<file path="config.mk">
export PLATFORM = sky130hd
export DESIGN_NAME = fetch_buffer
export DESIGN_NICKNAME = d
export VERILOG_FILES = /design/src/rtl/fetch_pkg.sv /design/src/rtl/fetch_buffer.sv
export SDC_FILE = /design/constraint.sdc
export NUM_CORES = 1
export LEC_CHECK = 0
export CORE_MARGIN = 4
export CORE_UTILIZATION = 50
export DETAILED_ROUTE_END_ITERATION = 7
export PLACE_DENSITY = 0.74
export RECOVER_POWER = 100
export SLEW_MARGIN = 25
export SYNTH_ARGS = -nofsm -noshare
export SYNTH_HDL_FRONTEND = slang
export SYNTH_SLANG_ARGS = --single-unit
</file>
<file path="constraint.sdc">
create_clock -name clk -period 4.1 [get_ports clk]
set_clock_uncertainty 0.05 [all_clocks]
set_input_delay 0.82 -clock clk [delete_from_list [all_inputs] [get_ports clk]]
set_output_delay 0.82 -clock clk [all_outputs]
set_load 0.02 [all_outputs]
</file>
<file path="src/rtl/fetch_pkg.sv">
// Shared types and constants for the fetch buffer between the fetch and decode stages.
package fetch_pkg;

   localparam int          FB_WIDTH  = 32;
   localparam int          FB_DEPTH  = 4;
   localparam logic [31:0] NOP_INSTR = 32'h0000_0013;

   typedef struct packed {
      logic [FB_WIDTH-1:0] instr;
      logic [FB_WIDTH-1:0] pc;
      logic [FB_WIDTH-1:0] pc_plus4;
   } fetch_entry_t;

endpackage

</file>
<file path="src/rtl/fetch_buffer.sv">
// Small FIFO decoupling instruction fetch from decode, cleared on branch redirect.
// Optional FETCH_BUFFER_NOP_EN forces out_instr to a NOP whenever no valid head is presented.
module fetch_buffer
   import fetch_pkg::*;
#(
   parameter int WIDTH = 32,
   parameter int DEPTH = FB_DEPTH
) (
   input  logic                     clk,
   input  logic                     rst,
   input  logic                     in_valid,
   input  logic [WIDTH-1:0]         in_instr,
   input  logic [WIDTH-1:0]         in_pc,
   input  logic [WIDTH-1:0]         in_pc_plus4,
   output logic                     in_ready,
   input  logic                     flush,
   output logic                     out_valid,
   output logic [WIDTH-1:0]         out_instr,
   output logic [WIDTH-1:0]         out_pc,
   output logic [WIDTH-1:0]         out_pc_plus4,
   input  logic                     out_ready,
   output logic [$clog2(DEPTH):0]   count
);

   localparam int PTR_W = $clog2(DEPTH);
   localparam int CNT_W = PTR_W + 1;

   fetch_entry_t     mem_q [DEPTH];
   fetch_entry_t     head;
   fetch_entry_t     wr_entry;
   logic [PTR_W-1:0] rd_ptr_q, rd_ptr_d;
   logic [PTR_W-1:0] wr_ptr_q, wr_ptr_d;
   logic [CNT_W-1:0] count_q, count_d;
   logic             push;
   logic             pop;

   // No bypass in either direction: a full buffer never accepts, an empty one never presents.
   assign in_ready  = (count_q < CNT_W'(DEPTH));
   assign out_valid = (count_q != '0) && !flush;
   assign push      = in_valid && in_ready && !flush;
   assign pop       = out_valid && out_ready;
   assign count     = count_q;

   always_comb begin
      rd_ptr_d = rd_ptr_q;
      wr_ptr_d = wr_ptr_q;
      count_d  = count_q;
      if (flush) begin
         rd_ptr_d = '0;
         wr_ptr_d = '0;
         count_d  = '0;
      end else begin
         if (push) wr_ptr_d = wr_ptr_q + PTR_W'(1);
         if (pop)  rd_ptr_d = rd_ptr_q + PTR_W'(1);
         case ({push, pop})
            2'b10:   count_d = count_q + CNT_W'(1);
            2'b01:   count_d = count_q - CNT_W'(1);
            default: count_d = count_q;
         endcase
      end
   end

   always_ff @(posedge clk or posedge rst) begin
      if (rst) begin
         rd_ptr_q <= '0;
         wr_ptr_q <= '0;
         count_q  <= '0;
      end else begin
         rd_ptr_q <= rd_ptr_d;
         wr_ptr_q <= wr_ptr_d;
         count_q  <= count_d;
      end
   end

   assign wr_entry.instr    = FB_WIDTH'(in_instr);
   assign wr_entry.pc       = FB_WIDTH'(in_pc);
   assign wr_entry.pc_plus4 = FB_WIDTH'(in_pc_plus4);

   // Storage is deliberately left out of reset; occupancy alone decides what is valid.
   always_ff @(posedge clk) begin
      if (push) mem_q[wr_ptr_q] <= wr_entry;
   end

   assign head         = mem_q[rd_ptr_q];
   assign out_pc       = WIDTH'(head.pc);
   assign out_pc_plus4 = WIDTH'(head.pc_plus4);

`ifdef FETCH_BUFFER_NOP_EN
   assign out_instr = out_valid ? WIDTH'(head.instr) : WIDTH'(NOP_INSTR);
`else
   assign out_instr = WIDTH'(head.instr);
`endif

endmodule

</file>
Word level (Yosys, flattened, before mapping)
Memory sizes are Yosys's and may differ from the RTL's. Cells that the tools add are included.

Multiplexer cells: 8. Order comparisons: 1. Add/sub/neg operators: 4. Reduce and logical (&&, ||, !) cells: 9. Eq/ne operators: 2.

Operators by type and width (number): two-way mux 2 bit (4); case mux 3 bit (2 select lines) (1); nonzero test 3 bit (2); adder 2 x 1 -> 2 bit (second input constant) (2); logical AND 1 bit (4); nonzero test 2 bit (2); adder 3 x 1 -> 3 bit (second input constant) (1); < comparator 3 bit (second input constant) (1); two-way mux 3 bit (1); subtractor 3 x 1 -> 3 bit (second input constant) (1); equality test 2 x 1 -> 1 bit (second input constant) (1); equality test 2 bit (second input constant) (1); two-way mux 1 bit (2); logical NOT 1 bit (1).

Output and inout port bits: 101. Memories: 1. Bits in registers: 7. Bits of input ports: 101. Word-level logic and storage cells: 28. Bits in writable memories: 384.

Memories: mem_q (words 4, width 96, rd ports 1, clocked after memory_dff 0, write ports 1, line fetch_buffer.sv:28) `fetch_entry_t mem_q [DEPTH];`.

Longest topological paths before layout
Depth in word-level cells: 6. Depth in mapped cells: 6. Gate-level depth less buffers: 6.

Least setup slack after synthesis
OpenSTA, ideal clock, no wires.

Path type: input -> register. Start point: input in_valid. End point: memory mem_q[0][0] (netlist bit) (enable). Data required time: 3.584 ns. Path slack: 0.023 ns. Setup time: 0.466 ns. Stages on the path: 4. Data arrival time: 3.561 ns. Path through: nor2b_1 -> buf_2 -> nor2b_1 -> and2_1.

Word-level cells in the longest chain between the ends: 4.

RTL lines: from (decl) (line fetch_buffer.sv:11) `input logic in_valid,`; logical AND 1 bit (2 in a row) (line fetch_buffer.sv:40) `assign push = in_valid && in_ready && !flush;`; two-way mux 1 bit (line fetch_buffer.sv:81) `if (push) mem_q[wr_ptr_q] <= wr_entry;`; two-way mux 1 bit (not written as such) (line fetch_buffer.sv:81); to (decl) (line fetch_buffer.sv:28).

Every way passes these cells.

Final worst setup path
Start point: register rd_ptr_q[0]. End point: output out_pc_plus4[23].

Word-level cells in the longest chain between the ends: 1.

RTL lines: from (decl) (line fetch_buffer.sv:31) `logic [PTR_W-1:0] rd_ptr_q, rd_ptr_d;`; from (signal assigned) (line fetch_buffer.sv:69) `rd_ptr_q <= rd_ptr_d;`; memory read (4 x 96 bit); to (decl) (line fetch_buffer.sv:20) `output logic [WIDTH-1:0] out_pc_plus4,`.

Every way passes these cells.

==> impl_metrics.toml <==
[status]
outcome = "complete, but fails checks"
violations = "capacitance limit, slew limit"

[yosys]
synth.avg_cell_area_um2 = 25.6
synthAdderAreaFrac_pct = 0.488
synth_warnings = 0
synth_nets = 667
synth-seq-cells = 391
yosys.area.top_type = "edfxtp_1"
synth-compound-area-share_pct = 0.427
yosysSeqAreaShare_pct = 81.6
synth_edf_count = 384
muxShareOfSynthArea_pct = 15.2
ys_dominant_reg_cell = "edfxtp_1"
synth-xor-area-share_pct = 0.244
syn_inst = 561
async_reset_ff_share_pct = 1.79
synth_top_family_by_area = "multiplexers"
synth_most_common_cell = "edfxtp_1"
netlist_area_mm2 = 0.0144
synth_cell_types = 29
synth_area_leaders = "edfxtp_1, mux4_2, dfrtp_1"
yosys.area_share.simple_pct = 0.828
synthTopCellsByCount = "edfxtp_1, mux4_2, buf_2"
yosysTopAreaCellShare_pct = 80.3

[sta]
post-route-min-period_ns = 3.75
tns_ns = 0
setup_slack_ns = 0.350
rsz0062_at_grt = "false"
worstMarginPinSlew_ns = 1.58
finalCritPeriodShare_pct = 91.5
fmax_mhz = 267
drv_slew = 108
final_hold_viol_count = 0
slew_headroom_pct = -5.54
setup_viol = 0

[finish]
area_delta_synth_final_pct = 25.3
n_antenna_cell = 0
final_area_mm2 = 0.0180
nets = 897
drive_above_1_share_pct = 20.4

[place]
portBuffers = 201
placed_area_mm2 = 0.0170
dp_hpwl_um = 16900
place_ws_ns = 0.586
place.gp.congestion = 0.732

[clocking]
cts_resized = 0
cts_buffers = 38
cts_buffer_depth = 3
htree_levels = 2
cts_root_buffer = "clkbuf_16"
cts.reportedPaths.clkPinSlew_ns = 0.06
cts_tree = "yes"
clk_latency_ns = 0.50
clock_sinks = 391
post-cts-setup-buffers = 0
ctsHoldBuffers = 0

[route]
wl_per_cell_um = 22.9
drt_iter0_drc = 578
ant_nets = 0
num_vias = 6588
drc = 0
first_pass_iters = 4
wl_um = 27400
vias_per_cell = 5.51

[global_route]
grt_max_degree = 54
grt_pass1_vias = 6928
antenna_found_initial = 7
gr-usage-all-layers_pct = 17.6
globalRouteOverflowTotal = 0
grt_pass1_wl_um = 41800

[floorplan]
fp.dieW_um = 177
initial_core_util_pct = 51.1
rows = 61
core_mm2 = 0.0281
io_pins = 202
die_h_um = 177
dieArea_mm2 = 0.0315

[critical_path]
end_kind = "output port"
arrival_ns = 2.88
critical-path-slowest-cell = "dlygate4sd3_1"
critPathMaxFanout = 52
crit_type = "reg -> out"
crit_path_cell_trace = "buf_12, mux4_2, dlygate4sd3_1"
cp_slowest_stage_delay_ns = 0.69
required_ns = 3.23
start_kind = "flip-flop"

[pwr]
p_switching_w = 0.00205
clock_power_share_pct = 35.9
internal_power_w = 0.00708
power.share.combinational_pct = 13.6
vdd_drop_max_uv = 340
finalPower_w = 0.00913
swShare_pct = 22.5
leakage_nw = 5.71
p_seq_share_pct = 50.5
p_per_area_mw_per_mm2 = 507

[min_path]
hold_path.class = "reg -> reg"

[run]
maxCapViolCount = 2
[sequential cells by signal (all words and copies together) (netlist names)]
name and count:
count 3, mem_q 384, rd_ptr_q 2, wr_ptr_q 2
[worst max-delay path, delay by kind of cell, from the launching register on]
| kind | cells | cell delay, ns |
|---|---|---|
| buffers and inverters | 2 | 1.10 |
| muxes | 1 | 0.61 |
| DFF | 1 | 0.63 |
[placed cells by master (no fill, tap or decap)]
cell type,count
a21o_1,1
a21oi_1,2
a221oi_1,2
a31oi_1,1
and2_0,2
and2_2,2
buf_12,3
buf_4,1
bufinv_16,3
clkbuf_1,7
clkbuf_16,39
clkbuf_2,10
clkdlybuf4s50_1,5
clkinv_1,7
clkinv_2,10
dfrtp_1,5
dfrtp_4,2
dlygate4sd3_1,196
edfxtp_1,384
fa_1,1
ha_1,4
inv_1,5
inv_6,1
mux2i_1,2
mux4_2,96
nand2_1,2
nand2b_1,2
nand3_1,2
nand3b_1,1
nor2_1,7
nor2b_1,2
nor3_1,2
o21ai_0,4
or4_1,1
xnor2_1,2
xor2_1,2
[cell type report]
cell class,count,area (µm²)
clock buffers,46,1000
clock inverters,21,175
repair buffers,215,2130
well taps,378,473
fillers,1879,10100
multi-input cells,140,2470
flip-flops and latches,391,11700
inverters,5,18.8
[per-layer routing]
layer,GRT usage (%),routed length (µm),up-vias
met5,0,80,-
met4,3.90,434,12
met3,4.64,2070,44
met2,28.5,13700,236
met1,24.4,11200,3432
li1,-,-,2864
[final timing paths]
kind / from / end / slack [ns] / cells past startpoint
max: rd_ptr_q[0] / out_pc_plus4[23] / 0.35 / 3
min: wr_ptr_q[0] / wr_ptr_q[0] / 0.58 / 2
max reg2reg: count[2] / mem_q[3][26] / 0.95 / 4
min reg2reg: wr_ptr_q[0] / wr_ptr_q[0] / 0.58 / 2
max in group asynchronous: rst / rd_ptr_q[0] / 3.12 / 2
min in group asynchronous: rst / count[0] / 0.64 / 2
[power groups by stage]
| stage | logic [W] | registers [W] | clock network, W |
|---|---|---|---|
| after detailed placement | 0.00137 | 0.00469 | 0 |
| after global placement | 0.00135 | 0.00468 | 0 |
| final | 0.00124 | 0.00461 | 0.00328 |
| after floorplan | 0.000773 | 0.00466 | 0 |
| after CTS | 0.00137 | 0.00461 | 0.00335 |
| after global routing | 0.00132 | 0.00462 | 0.00355 |
[cells by family after synthesis]
group	after synthesis
AO/OA/AOI/OAI	10
flip-flops	391
XOR/XNOR	4
buffers and inverters	30
multiplexers	98
AND/OR/NAND/NOR	23
adder cells (fa/ha/maj)	5
[metrics by stage]
step	hold WS, ns	util (%)	instances
final	0.577	64.0	1196
after CTS	0.499	64.6	1196
after detailed placement	0.567	60.4	1129
after global routing	0.600	64.0	1196
after global placement	0.529	60.4	1129
after floorplan	0.512	-	561
Note: power is estimated with default switching activity, not from simulation.
